==> src/rtl/sc_regmir_pkg.sv <==
// Shared widths, field offsets and the NOP microword for the microinstruction register pipe.
package sc_regmir_pkg;

  localparam int REG_ADDR_WIDTH_D = 6;
  localparam int ALU_WIDTH_D      = 4;
  localparam int COND_WIDTH_D     = 3;
  localparam int JMP_WIDTH_D      = 11;
  localparam int DEPTH_D          = 2;

  // Five single-bit fields: AMUX, BMUX, CMUX, RD, WR.
  function automatic int mirWidth(int regW, int aluW, int condW, int jmpW);
    return 3 * regW + aluW + condW + jmpW + 5;
  endfunction

  localparam int DATAWIDTH_BUS = mirWidth(REG_ADDR_WIDTH_D, ALU_WIDTH_D, COND_WIDTH_D, JMP_WIDTH_D);

  localparam int JMP_LSB  = 0;
  localparam int JMP_MSB  = JMP_LSB + JMP_WIDTH_D - 1;
  localparam int COND_LSB = JMP_MSB + 1;
  localparam int COND_MSB = COND_LSB + COND_WIDTH_D - 1;
  localparam int ALU_LSB  = COND_MSB + 1;
  localparam int ALU_MSB  = ALU_LSB + ALU_WIDTH_D - 1;
  localparam int WR_BIT   = ALU_MSB + 1;
  localparam int RD_BIT   = WR_BIT + 1;
  localparam int CMUX_BIT = RD_BIT + 1;
  localparam int C_LSB    = CMUX_BIT + 1;
  localparam int C_MSB    = C_LSB + REG_ADDR_WIDTH_D - 1;
  localparam int BMUX_BIT = C_MSB + 1;
  localparam int B_LSB    = BMUX_BIT + 1;
  localparam int B_MSB    = B_LSB + REG_ADDR_WIDTH_D - 1;
  localparam int AMUX_BIT = B_MSB + 1;
  localparam int A_LSB    = AMUX_BIT + 1;
  localparam int A_MSB    = A_LSB + REG_ADDR_WIDTH_D - 1;

  localparam logic [DATAWIDTH_BUS-1:0] MIR_NOP = '0;

  typedef enum logic [1:0] {
    SRC_NOP,
    SRC_HEAD,
    SRC_BYPASS
  } mirSrc_t;

endpackage

==> src/rtl/sc_regmir_fifo.sv <==
// Circular prefetch buffer with wrapping pointers; flush and reset empty it in one cycle.
module sc_regmir_fifo #(
  parameter int WIDTH = 41,
  parameter int DEPTH = 2
) (
  input  logic                             i_clk,
  input  logic                             i_rstN,
  input  logic                             i_flush,
  input  logic                             i_push,
  input  logic                             i_pop,
  input  logic [WIDTH-1:0]                 i_data,
  output logic [WIDTH-1:0]                 o_head,
  output logic [$clog2(DEPTH+1)-1:0]       o_count
);

  localparam int PtrW   = $clog2(DEPTH);
  localparam int CountW = $clog2(DEPTH + 1);

  logic [WIDTH-1:0]  r_mem [DEPTH];
  logic [PtrW-1:0]   r_wrPtr;
  logic [PtrW-1:0]   r_rdPtr;
  logic [CountW-1:0] r_count;

  // DEPTH is a power of two, so pointer overflow is the wrap.
  always_ff @(posedge i_clk) begin
    if (!i_rstN || i_flush) begin
      r_wrPtr <= '0;
      r_rdPtr <= '0;
      r_count <= '0;
    end else begin
      if (i_push) r_wrPtr <= r_wrPtr + 1'b1;
      if (i_pop)  r_rdPtr <= r_rdPtr + 1'b1;
      case ({i_push, i_pop})
        2'b10:   r_count <= r_count + 1'b1;
        2'b01:   r_count <= r_count - 1'b1;
        default: r_count <= r_count;
      endcase
    end
  end

  always_ff @(posedge i_clk) begin
    if (i_rstN && !i_flush && i_push) r_mem[r_wrPtr] <= i_data;
  end

  assign o_head  = r_mem[r_rdPtr];
  assign o_count = r_count;

endmodule

==> src/rtl/sc_regmir_pipe.sv <==
// Microinstruction register fed by a prefetch queue; decodes the current microword into fields.
module sc_regmir_pipe
  import sc_regmir_pkg::*;
#(
  parameter int REG_ADDR_WIDTH = REG_ADDR_WIDTH_D,
  parameter int ALU_WIDTH      = ALU_WIDTH_D,
  parameter int COND_WIDTH     = COND_WIDTH_D,
  parameter int JMP_WIDTH      = JMP_WIDTH_D,
  parameter int DEPTH          = DEPTH_D
) (
  input  logic                                   SC_RegMIRPipe_CLOCK_50,
  input  logic                                   SC_RegMIRPipe_Reset_InLow,
  input  logic [mirWidth(REG_ADDR_WIDTH, ALU_WIDTH, COND_WIDTH, JMP_WIDTH)-1:0] SC_RegMIRPipe_DataBUS_In,
  input  logic                                   SC_RegMIRPipe_Valid_InHigh,
  output logic                                   SC_RegMIRPipe_Ready_OutHigh,
  input  logic                                   SC_RegMIRPipe_Advance_InHigh,
  input  logic                                   SC_RegMIRPipe_Flush_InHigh,
  output logic                                   SC_RegMIRPipe_Valid_OutHigh,
  output logic [$clog2(DEPTH+1)-1:0]             SC_RegMIRPipe_Count_Out,
  output logic [REG_ADDR_WIDTH-1:0]              SC_RegMIRPipe_A_Out,
  output logic                                   SC_RegMIRPipe_AMUX_Out,
  output logic [REG_ADDR_WIDTH-1:0]              SC_RegMIRPipe_B_Out,
  output logic                                   SC_RegMIRPipe_BMUX_Out,
  output logic [REG_ADDR_WIDTH-1:0]              SC_RegMIRPipe_C_Out,
  output logic                                   SC_RegMIRPipe_CMUX_Out,
  output logic                                   SC_RegMIRPipe_RD_Out,
  output logic                                   SC_RegMIRPipe_WR_Out,
  output logic [ALU_WIDTH-1:0]                   SC_RegMIRPipe_ALU_Out,
  output logic [COND_WIDTH-1:0]                  SC_RegMIRPipe_COND_Out,
  output logic [JMP_WIDTH-1:0]                   SC_RegMIRPipe_JMP_ADDR_Out
);

  localparam int BusWidth = mirWidth(REG_ADDR_WIDTH, ALU_WIDTH, COND_WIDTH, JMP_WIDTH);
  localparam int CountW   = $clog2(DEPTH + 1);
  localparam logic [BusWidth-1:0] DATA_MIR_INIT = '0;
  localparam logic [CountW-1:0]   FullCount     = CountW'(DEPTH);

  logic [BusWidth-1:0] r_mir;
  logic                r_valid;
  logic [BusWidth-1:0] w_head;
  logic [CountW-1:0]   w_count;
  logic                w_ready;
  logic                w_xfer;
  logic                w_load;
  logic                w_queued;
  logic                w_push;
  logic                w_pop;
  logic                w_rd;
  logic                w_wr;
  mirSrc_t             w_src;

  assign w_queued = (w_count != '0);
  assign w_ready  = !SC_RegMIRPipe_Flush_InHigh && (w_count < FullCount);
  assign w_xfer   = SC_RegMIRPipe_Valid_InHigh && w_ready;
  assign w_load   = SC_RegMIRPipe_Advance_InHigh || !r_valid;

  // Queue head wins over the live input so ordering is kept; an empty queue lets the input bypass.
  always_comb begin
    w_src = SRC_NOP;
    if (w_load && w_queued)    w_src = SRC_HEAD;
    else if (w_load && w_xfer) w_src = SRC_BYPASS;
  end

  assign w_pop  = !SC_RegMIRPipe_Flush_InHigh && (w_src == SRC_HEAD);
  assign w_push = w_xfer && (w_src != SRC_BYPASS);

  sc_regmir_fifo #(
    .WIDTH (BusWidth),
    .DEPTH (DEPTH)
  ) u_fifo (
    .i_clk   (SC_RegMIRPipe_CLOCK_50),
    .i_rstN  (SC_RegMIRPipe_Reset_InLow),
    .i_flush (SC_RegMIRPipe_Flush_InHigh),
    .i_push  (w_push),
    .i_pop   (w_pop),
    .i_data  (SC_RegMIRPipe_DataBUS_In),
    .o_head  (w_head),
    .o_count (w_count)
  );

  always_ff @(posedge SC_RegMIRPipe_CLOCK_50) begin
    if (!SC_RegMIRPipe_Reset_InLow || SC_RegMIRPipe_Flush_InHigh) begin
      r_mir   <= DATA_MIR_INIT;
      r_valid <= 1'b0;
    end else if (w_load) begin
      case (w_src)
        SRC_HEAD: begin
          r_mir   <= w_head;
          r_valid <= 1'b1;
        end
        SRC_BYPASS: begin
          r_mir   <= SC_RegMIRPipe_DataBUS_In;
          r_valid <= 1'b1;
        end
        default: begin
          r_mir   <= DATA_MIR_INIT;
          r_valid <= 1'b0;
        end
      endcase
    end
  end

  assign {SC_RegMIRPipe_A_Out, SC_RegMIRPipe_AMUX_Out,
          SC_RegMIRPipe_B_Out, SC_RegMIRPipe_BMUX_Out,
          SC_RegMIRPipe_C_Out, SC_RegMIRPipe_CMUX_Out,
          w_rd, w_wr,
          SC_RegMIRPipe_ALU_Out, SC_RegMIRPipe_COND_Out,
          SC_RegMIRPipe_JMP_ADDR_Out} = r_mir;

  // Memory strobes must never fire from a stale or empty MIR.
  assign SC_RegMIRPipe_RD_Out = w_rd && r_valid;
  assign SC_RegMIRPipe_WR_Out = w_wr && r_valid;

  assign SC_RegMIRPipe_Ready_OutHigh = w_ready;
  assign SC_RegMIRPipe_Valid_OutHigh = r_valid;
  assign SC_RegMIRPipe_Count_Out     = w_count;

endmodule

==> config.mk <==
export PLATFORM = sky130hd
export DESIGN_NAME = sc_regmir_pipe
export DESIGN_NICKNAME = d
export VERILOG_FILES = /design/src/rtl/sc_regmir_pkg.sv /design/src/rtl/sc_regmir_fifo.sv /design/src/rtl/sc_regmir_pipe.sv
export SDC_FILE = /design/constraint.sdc
export NUM_CORES = 1
export LEC_CHECK = 0
export CORE_MARGIN = 3
export CORE_UTILIZATION = 56
export DETAILED_ROUTE_END_ITERATION = 10
export PLACE_DENSITY = 0.84
export SYNTH_ARGS = -nofsm -noshare
export SYNTH_HDL_FRONTEND = slang
export SYNTH_HIERARCHICAL = 1
export SYNTH_SLANG_ARGS = --single-unit
export TNS_END_PERCENT = 10
==> constraint.sdc <==
create_clock -name SC_RegMIRPipe_CLOCK_50 -period 11.73 [get_ports SC_RegMIRPipe_CLOCK_50]
set_input_delay 1.173 -clock SC_RegMIRPipe_CLOCK_50 [delete_from_list [all_inputs] [get_ports SC_RegMIRPipe_CLOCK_50]]
set_output_delay 1.173 -clock SC_RegMIRPipe_CLOCK_50 [all_outputs]
set_load 0.02 [all_outputs]
# Word level (Yosys, flattened, before mapping)
# Memory sizes are Yosys's and may differ from the RTL's. A register that Yosys moved wholly into a read port is not among the register bits.
# Index checks and enable logic that the tools add are counted.
[word_totals]
mem_count = 1
input_bits = 46
mem_bits_rw = 82
word_cells = 43
out_inout_bits = 45
register_bits = 46
[mem_list]
columns = ["memory", "depth", "width", "rd", "rd_clocked_by_memory_dff", "wr", "line_no", "rtl"]
rows = [
  ["u_fifo.r_mem", 2, 41, 1, 1, 1, "sc_regmir_fifo.sv:19", "logic [WIDTH-1:0] r_mem [DEPTH];"],
]
[op_classes]
order_cmp = 1
n_eq_ne = 5
mux = 9
reduce_logical = 18
addsub = 4
[op_table]
columns = ["cell", "count"]
rows = [
  ["$pmux 41 s2", 1],
  ["$logic_and 1x1->1", 10],
  ["$mux 1", 5],
  ["$eq 2x1->1 const B", 2],
  ["$eq 2x2->1 const B", 2],
  ["$mux 2", 2],
  ["$pmux 2 s2", 1],
  ["$reduce_bool 2->1", 2],
  ["$logic_not 1->1", 3],
  ["$add 1x1->1 const B", 2],
  ["$add 2x1->2 const B", 1],
  ["$logic_or 1x1->1", 2],
  ["$lt 2x2->1 const B", 1],
  ["$ne 2x2->1 const B", 1],
  ["$reduce_or 2->1", 1],
  ["$sub 2x1->2 const B", 1],
]

# Logic depth before layout (Yosys ltp)
# Gate-level depths: netlist of the first run.
[depth]
word_depth = 11
mapped_depth = 8

# Hierarchy
# The synthesis of the first run kept the hierarchy.
[modules_own_cells]
columns = ["mod", "seq_area_each_um2", "area_each_um2", "cells_each", "n_inst"]
rows = [
  ["sc_regmir_fifo", 2562.5, 3151.8, 150, 1],
  ["sc_regmir_pipe", 840.8, 1985.7, 188, 1],
]

# Worst setup path after synthesis of the first run
# Ideal clock, no wire load.
[synth_path]
path_kind = "input-to-reg"
startpoint = "in SC_RegMIRPipe_Flush_InHigh"
endpoint = "mem u_fifo.r_mem[0][0] (enable)"
arrival_ns = 4.714
path_slack_ns = 6.526
t_required_ns = 11.240
stages = 5
path_cell_list = "nor2_1 -> nand2_1 -> nor2_1 -> inv_1 -> nor3_1"
[synth_via]
elab_chain_cells = 11
elab_cells_between_ends = 12
cone_classes = "eq/ne (1); mux (4); reduce/logical (7)"
[synth_lines]
columns = ["element", "line_no", "rtl"]
rows = [
  ["start: declaration", "sc_regmir_pipe.sv:17", "input logic SC_RegMIRPipe_Flush_InHigh,"],
  ["$logic_not 1->1 *", "sc_regmir_pipe.sv:53", "assign w_ready = !SC_RegMIRPipe_Flush_InHigh && (w_count < FullCount);"],
  ["$logic_and 1x1->1 *", "sc_regmir_pipe.sv:53", ""],
  ["$logic_and 1x1->1 *", "sc_regmir_pipe.sv:54", "assign w_xfer = SC_RegMIRPipe_Valid_InHigh && w_ready;"],
  ["$logic_and 1x1->1", "sc_regmir_pipe.sv:61", "else if (w_load && w_xfer) w_src = SRC_BYPASS;"],
  ["$mux 2", "sc_regmir_pipe.sv:61", ""],
  ["$mux 2", "sc_regmir_pipe.sv:60", "if (w_load && w_queued) w_src = SRC_HEAD;"],
  ["$ne 2x2->1", "sc_regmir_pipe.sv:65", "assign w_push = w_xfer && (w_src != SRC_BYPASS);"],
  ["$logic_and 1x1->1 *", "sc_regmir_pipe.sv:65", ""],
  ["net w_push", "sc_regmir_pipe.sv:46", "logic w_push;"],
  ["$logic_and 1x1->1 *", "sc_regmir_fifo.sv:42", "if (i_rstN && !i_flush && i_push) r_mem[r_wrPtr] <= i_data;"],
  ["$mux 1 *", "sc_regmir_fifo.sv:42", ""],
  ["$mux 1 (not written as such) *", "sc_regmir_fifo.sv:42", ""],
  ["end: declaration", "sc_regmir_fifo.sv:19", ""],
]
# The timed path passes the listed nets; every way through them passes the cells marked *.

# Worst setup path in the final report of the first run
[layout_path]
startpoint = "in SC_RegMIRPipe_Flush_InHigh"
endpoint = "out SC_RegMIRPipe_Ready_OutHigh"
[layout_via]
elab_chain_cells = 2
[layout_lines]
columns = ["element", "line_no", "rtl"]
rows = [
  ["$logic_not 1->1", "sc_regmir_pipe.sv:53", ""],
  ["$logic_and 1x1->1", "sc_regmir_pipe.sv:53", ""],
  ["end: declaration", "sc_regmir_pipe.sv:15", "output logic SC_RegMIRPipe_Ready_OutHigh,"],
]
# Every way passes these cells.

==> results of run 1 <==
## cell families (layout without fill, tap and decap cells)
logic type	after synthesis	count (layout)
muxes	41	41
adders and majority gates	1	1
and+or+nand+nor	64	64
buffers and inverters	55	130
AOI/OAI and AO/OA	44	44
DFF	129	129
xor gates and xnor gates	4	4
## Yosys cell counts
cell and count:
and2_1 10, nor2b_4 1, buf_4 37, and2_2 9, xnor2_1 3, nor4b_4 1, nor3_4 1, nor3b_1 2
mux2_1 3, o21ai_0 1, nand2_1 2, dfxtp_1 47, buf_2 9, a221o_1 41, nand2b_1 2, a21oi_1 2
clkbuf_1 5, edfxtp_1 82, xor2_1 1, nor2_1 9, or3_1 1, and2_0 22, and4bb_4 1, mux2_2 38
nor3_1 3, inv_1 2, ha_1 1, buf_6 2
## routing by layer
metal	track usage [%]	up-vias	routed length, microns
met5	0	-	0
met4	7.77	0	166
met3	5.99	11	484
met2	33.2	79	4980
met1	24.6	1458	4040
li1	-	1368	-
## cell usage in the layout (no fill, tap or decap), drive strengths merged, types with 3 or more instances in the layout
cell type      synthesis  final
inv                    2      4
edfxtp                82     82
clkbuf                 5     20
nor2                   9      9
buf                   48      6
clkdlybuf4s50          0     90
dfxtp                 47     47
xnor2                  3      3
and2                  41     41
a221o                 41     41
nor3                   4      4
mux2                  41     41
bufinv                 0      3
clkinv                 0      3
clkinvlp               0      4
## power by group
| part | internal [W] | switching (W) | leakage (nW) | total (W) |
|---|---|---|---|---|
| Clock | 0.000336 | 0.000184 | 0.284 | 0.000520 |
| Sequential | 0.000487 | 0.00000258 | 1.12 | 0.000490 |
| Combinational | 0.0000254 | 0.0000196 | 0.812 | 0.0000450 |
| Total | 0.000848 | 0.000207 | 2.22 | 0.00105 |
## area by class of cell
class                           count  area [sq um]
Tap cell                          108           135
Clock inverter                     12           156
Timing Repair Buffer               96           946
Clock buffer                       20           445
Inverter                            2          7.51
Sequential cell                   129          3400
Multi-Input combinational cell    154          1370
Fill cell                         561          2340
## through the flow
| stage | std cells | hold WS [ns] |
|---|---|---|
| 2_1_floorplan | 338 | 0.481 |
| 3_3_place_gp | 489 | 0.502 |
| 3_5_place_dp | 489 | 0.507 |
| 4_1_cts | 521 | 0.523 |
| 5_1_grt | 521 | 0.564 |
| 6_report | 521 | 0.520 |
## state kept, by name, indices dropped and copies added, names as in the netlist, named ones only
register	count
u_fifo/r_mem	82
r_mir	41
u_fifo/o_count	2
SC_RegMIRPipe_Valid_OutHigh	1
u_fifo/r_rdPtr	1
u_fifo/r_wrPtr	1
## path summary, 6_finish.rpt
| path | endpoint | from | cells after the start |
|---|---|---|---|
| setup reg to reg | u_fifo/o_count[1] | SC_RegMIRPipe_Valid_OutHigh | 7 |
| setup / recovery | SC_RegMIRPipe_Ready_OutHigh | SC_RegMIRPipe_Flush_InHigh | 3 |
| hold reg to reg | u_fifo/r_rdPtr | u_fifo/r_rdPtr | 2 |
| hold / removal | u_fifo/r_rdPtr | u_fifo/r_rdPtr | 2 |
## critical path, stage by stage
cell,delay (ns)
clkdlybuf4s50_1,0.47
nor2_1,0.22
clkdlybuf4s50_1,0.64
==> results.cfg, run 1 <==
[run_status]
outcome = finished clean

[floorplan]
rows = 34
core_sq_um = 8810
die_area_sq_um = 10400
start_util_pct = 58.3
die_h_microns = 102
io_pins = 91
die_w_microns = 102

[drt]
drc = 0
drt_first_pass_iters = 4
wl_per_cell_microns = 18.5
vias = 2916
vias_per_cell = 5.60
ant_nets = 0
routed_wl_microns = 9660
first_iter_violations = 172

[setup_path]
reg2reg_slack_ns = 9.79
path_class = input pin to output pin
start_kind = input pin
end_kind = output pin
critPathMaxFanout = 5
cp_data_arrival_time_ns = 2.51
required_ns = 10.56

[cells_and_area]
fin_util_pct = 73.4
syn2layout_area_growth_pct = 25.9
drive_above_1_share_pct = 22.0
postLayoutCellArea_sq_um = 6470
num_antenna_cells = 0
fin_nets = 447

[sta]
relSlewSlack_pct = 31.1
period_share_pct = 31.4
fin_crit_ns = 3.68
setup_viol = 0
finalClockSkew_ns = 0.00492
hold_viol = 0
setup_ws_ns = 8.05
final-max-slew-violation-count = 0
worst_pin_slew_ns = 1.03
fin_setup_tns_ns = 0
fmax_ghz = 0.272
rsz0062_at_grt = no

[synth]
postSynthAreaPerCell_sq_um = 15.2
yosysSeqAreaShare_pct = 66.2
synthAdderAreaFrac_pct = 0.244
synth.area.mux_share_pct = 8.99
synth_xor_area_share_pct = 0.682
syn_area_sq_um = 5140
synth-seq-cells = 129
yosys.area.top_type = edfxtp_1
synth.top_cell.area_share_pct = 47.9
synth_compound_area_share_pct = 8.28
yosys.area_share.simple_pct = 8.33
synth_top_family_by_area = multiplexers
synthDistinctLibCells = 28
yosys_warnings = 6
synthCells = 338
synth_fp_nets = 385
yosys-top-cells-area = edfxtp_1 (48%), dfxtp_1 (18%), mux2_2 (8.3%)

[placement]
io_buffers = 90
dp_hpwl_microns = 5700
pre_cts_slack_ns = 8.07
place_congestion = 0.754
placed_area_sq_um = 5870

[cts]
cts_max_level = 4
numCtsBuffers = 17
clk_path_buf_depth = 2
cts_hold_repair.buffers = 0
clock_sinks = 129
cts_tree = built
cts_setup_buffers = 0
clk_pin_slew_ns = 0.06
worstSkewPairLatency_ns = 0.49
cts_resized = 0
root_buffer = clkbuf_8

[grt]
antenna_found_initial = 0
grt_pass1_vias = 3105
grt_first_pass_wirelength_microns = 15600
grt_max_degree = 42
track_usage_pct = 20.0
grt-ovfl-total = 0

[pwr]
p_per_area_nw_per_um2 = 163
vdd_drop_max_mv = 0.118
total_power_w = 0.00105
total_leakage_power_nw = 2.22

[min_path]
min_path_type = flop to flop

[job]
maxCapViolCount = 0
(Power assumes the default switching activity.)
==> run 2, diff against run 1 <==
--- a/config.mk
+++ b/config.mk
@@ -6,9 +6,9 @@
 export NUM_CORES = 1
 export LEC_CHECK = 0
 export CORE_MARGIN = 3
-export CORE_UTILIZATION = 56
+export CORE_UTILIZATION = 47
 export DETAILED_ROUTE_END_ITERATION = 10
-export PLACE_DENSITY = 0.84
+export PLACE_DENSITY = 0.75
 export SYNTH_ARGS = -nofsm -noshare
 export SYNTH_HDL_FRONTEND = slang
 export SYNTH_HIERARCHICAL = 1
==> constraint.sdc (replaced) <==
create_clock -name SC_RegMIRPipe_CLOCK_50 -period 3.2 [get_ports SC_RegMIRPipe_CLOCK_50]
set_input_delay 0.32 -clock SC_RegMIRPipe_CLOCK_50 [delete_from_list [all_inputs] [get_ports SC_RegMIRPipe_CLOCK_50]]
set_output_delay 0.32 -clock SC_RegMIRPipe_CLOCK_50 [all_outputs]
set_load 0.02 [all_outputs]
==> results.cfg, run 2 (synthesis results as in run 1) <==
[run_status]
outcome = finished clean

[setup_path]
end_kind = flop
reg2reg_from = SC_RegMIRPipe_Valid_OutHigh
crit_slowest_cell = buf_4
critPathMaxFanout = 41
rr_endpoint = u_fifo/r_mem[0][12]
worstPathCellList = nor2b_4 -> nor2_1 -> nor2_1 -> inv_1 -> nor3_2 -> buf_4
reg2reg_slack_ns = 1.12
path_class = flop to flop
required_ns = 3.33
crit_top_cell = nor2_1
reg2regPathDepth = 6
start_kind = flop
cp_data_arrival_time_ns = 2.21
cpPeakStageDelay_ns = 0.50

[drt]
vias_per_cell = 5.28
highest_layer = met4
routed_wl_microns = 9430
route.met3.wl_microns = 511
drc = 0
ant_nets = 0
drt_first_pass_iters = 4
first_iter_violations = 168
route.met2.wl_microns = 4690
vias = 2887
wl_met1_microns = 4160
wl_per_cell_microns = 17.2

[min_path]
min_from = SC_RegMIRPipe_DataBUS_In[18]
min_to = u_fifo/r_mem[1][18]
holdPathStages = 1
min_path_type = input pin to flop

[sta]
final-max-slew-violation-count = 0
finalClockSkew_ns = 0.00818
period_share_pct = 64.9
relSlewSlack_pct = 33.3
hold_viol = 0
setup_viol = 0
rsz0062_at_grt = no
fmax_ghz = 0.482
hold_slack_ns = 0.426
fin_crit_ns = 2.08
fin_setup_tns_ns = 0
worst_pin_slew_ns = 1.00

[cells_and_area]
largest_reg_flops = 82
seqCellArea_sq_um = 3400
multi_input_area_sq_um = 1370
drive_above_1_share_pct = 21.4
fin_nets = 445
final_cell_mix = clkdlybuf4s50_1 (90), edfxtp_1 (82), dfxtp_1 (46), a221o_1 (41), mux2_2 (38)
postLayoutCellArea_sq_um = 6460
fillers = 803
num_antenna_cells = 0
syn2layout_area_growth_pct = 25.8
final_common_cell = clkdlybuf4s50_1
regMostFlops = u_fifo/r_mem

[pwr]
switching_share_pct = 20.1
pwr-share-seq_pct = 47.3
p_per_area_nw_per_um2 = 587
p_comb_share_pct = 4.4
p_clk_share_pct = 48.3
vdd_drop_max_mv = 0.308
p_switching_w = 0.000764
internal-power_w = 0.00303
total_leakage_power_nw = 2.19

[cts]
cts_setup_buffers = 0
cts_max_level = 4
numCtsBuffers = 17
worstSkewPairLatency_ns = 0.50
clk_path_buf_depth = 2
root_buffer = clkbuf_8
clock_sinks = 129
cts_tree = built
clk_pin_slew_ns = 0.06
cts_hold_repair.buffers = 0
cts_resized = 0

[grt]
grt-ovfl-total = 0
antenna_found_initial = 0
track_usage_pct = 16.2
grt_pass1_vias = 3073
grt_max_degree = 42
grt_first_pass_wirelength_microns = 15800

[placement]
io_buffers = 90
place_congestion = 0.749
dp_hpwl_microns = 5660
placed_area_sq_um = 5890

[job]
maxCapViolCount = 0

[floorplan]
core_sq_um = 10500
die_h_microns = 111
start_util_pct = 49.1
rows = 37
io_pins = 91
die_area_sq_um = 12200
die_w_microns = 111
==> run 2: cell count changes in the layout (fill, tap and decap cells not counted) <==
cell        change
bufinv_16       -1
clkinv_1        +1
clkinvlp_4      +1
clkinv_2        -1
buf_4           -2
==> run 2: power groups by stage <==
stage | Combinational (W) | Clock, W | Sequential (W)
after detailed placement | 0.000167 | 0 | 0.00183
after CTS | 0.000168 | 0.00186 | 0.00179
after global placement | 0.000163 | 0 | 0.00183
final | 0.000165 | 0.00183 | 0.00179
after floorplan | 0.0000706 | 0 | 0.00183
after global routing | 0.000177 | 0.00194 | 0.00180
==> run 2: stage by stage <==
stage | total power, W | utilization [%] | cells | worst slack (ns)
2_1_floorplan | 0.00190 | - | 338 | -1.24
3_3_place_gp | 0.00199 | 56.3 | 515 | 0.772
3_5_place_dp | 0.00200 | 56.3 | 515 | 0.723
4_1_cts | 0.00382 | 61.8 | 547 | 1.12
5_1_grt | 0.00392 | 61.8 | 547 | 0.995
6_report | 0.00379 | 61.8 | 547 | 1.12
==> run 2: worst max-delay path by stage <==
| stage | startpoint | endpoint | depth (start not counted) |
|---|---|---|---|
| after CTS | SC_RegMIRPipe_Valid_OutHigh | u_fifo/r_mem[0][38] | 6 |
| final | SC_RegMIRPipe_Valid_OutHigh | u_fifo/r_mem[0][12] | 6 |
| after detailed placement | SC_RegMIRPipe_Advance_InHigh | u_fifo/r_mem[1][33] | 7 |
| after floorplan | u_fifo/o_count[1] | u_fifo/r_mem[0][0] | 5 |
| after global routing | SC_RegMIRPipe_Valid_OutHigh | u_fifo/r_mem[0][12] | 6 |
| after global placement | SC_RegMIRPipe_Advance_InHigh | u_fifo/r_mem[1][6] | 7 |
==> run 2: cell type report <==
type / count / area share, %
tap: 136 / 2.63
inverter: 2 / 0.116
clock buffer: 20 / 6.89
clock inverter: 12 / 2.05
timing repair buffer: 94 / 14.4
multi-input combinational: 154 / 21.2
sequential: 129 / 52.7
==> run 2: metal layers <==
layer	vias up	global-route usage, %
li1	1358	-
met1	1435	21.5
met2	88	25.7
met3	6	4.77
met4	0	4.93
met5	-	0
==> run 2: worst max-delay path: cells and delay by family, from the launching register on <==
family                 cells  cell delay (ns)
buffers and inverters      2             0.62
DFF                        1             0.39
and+or+nand+nor            4             0.69
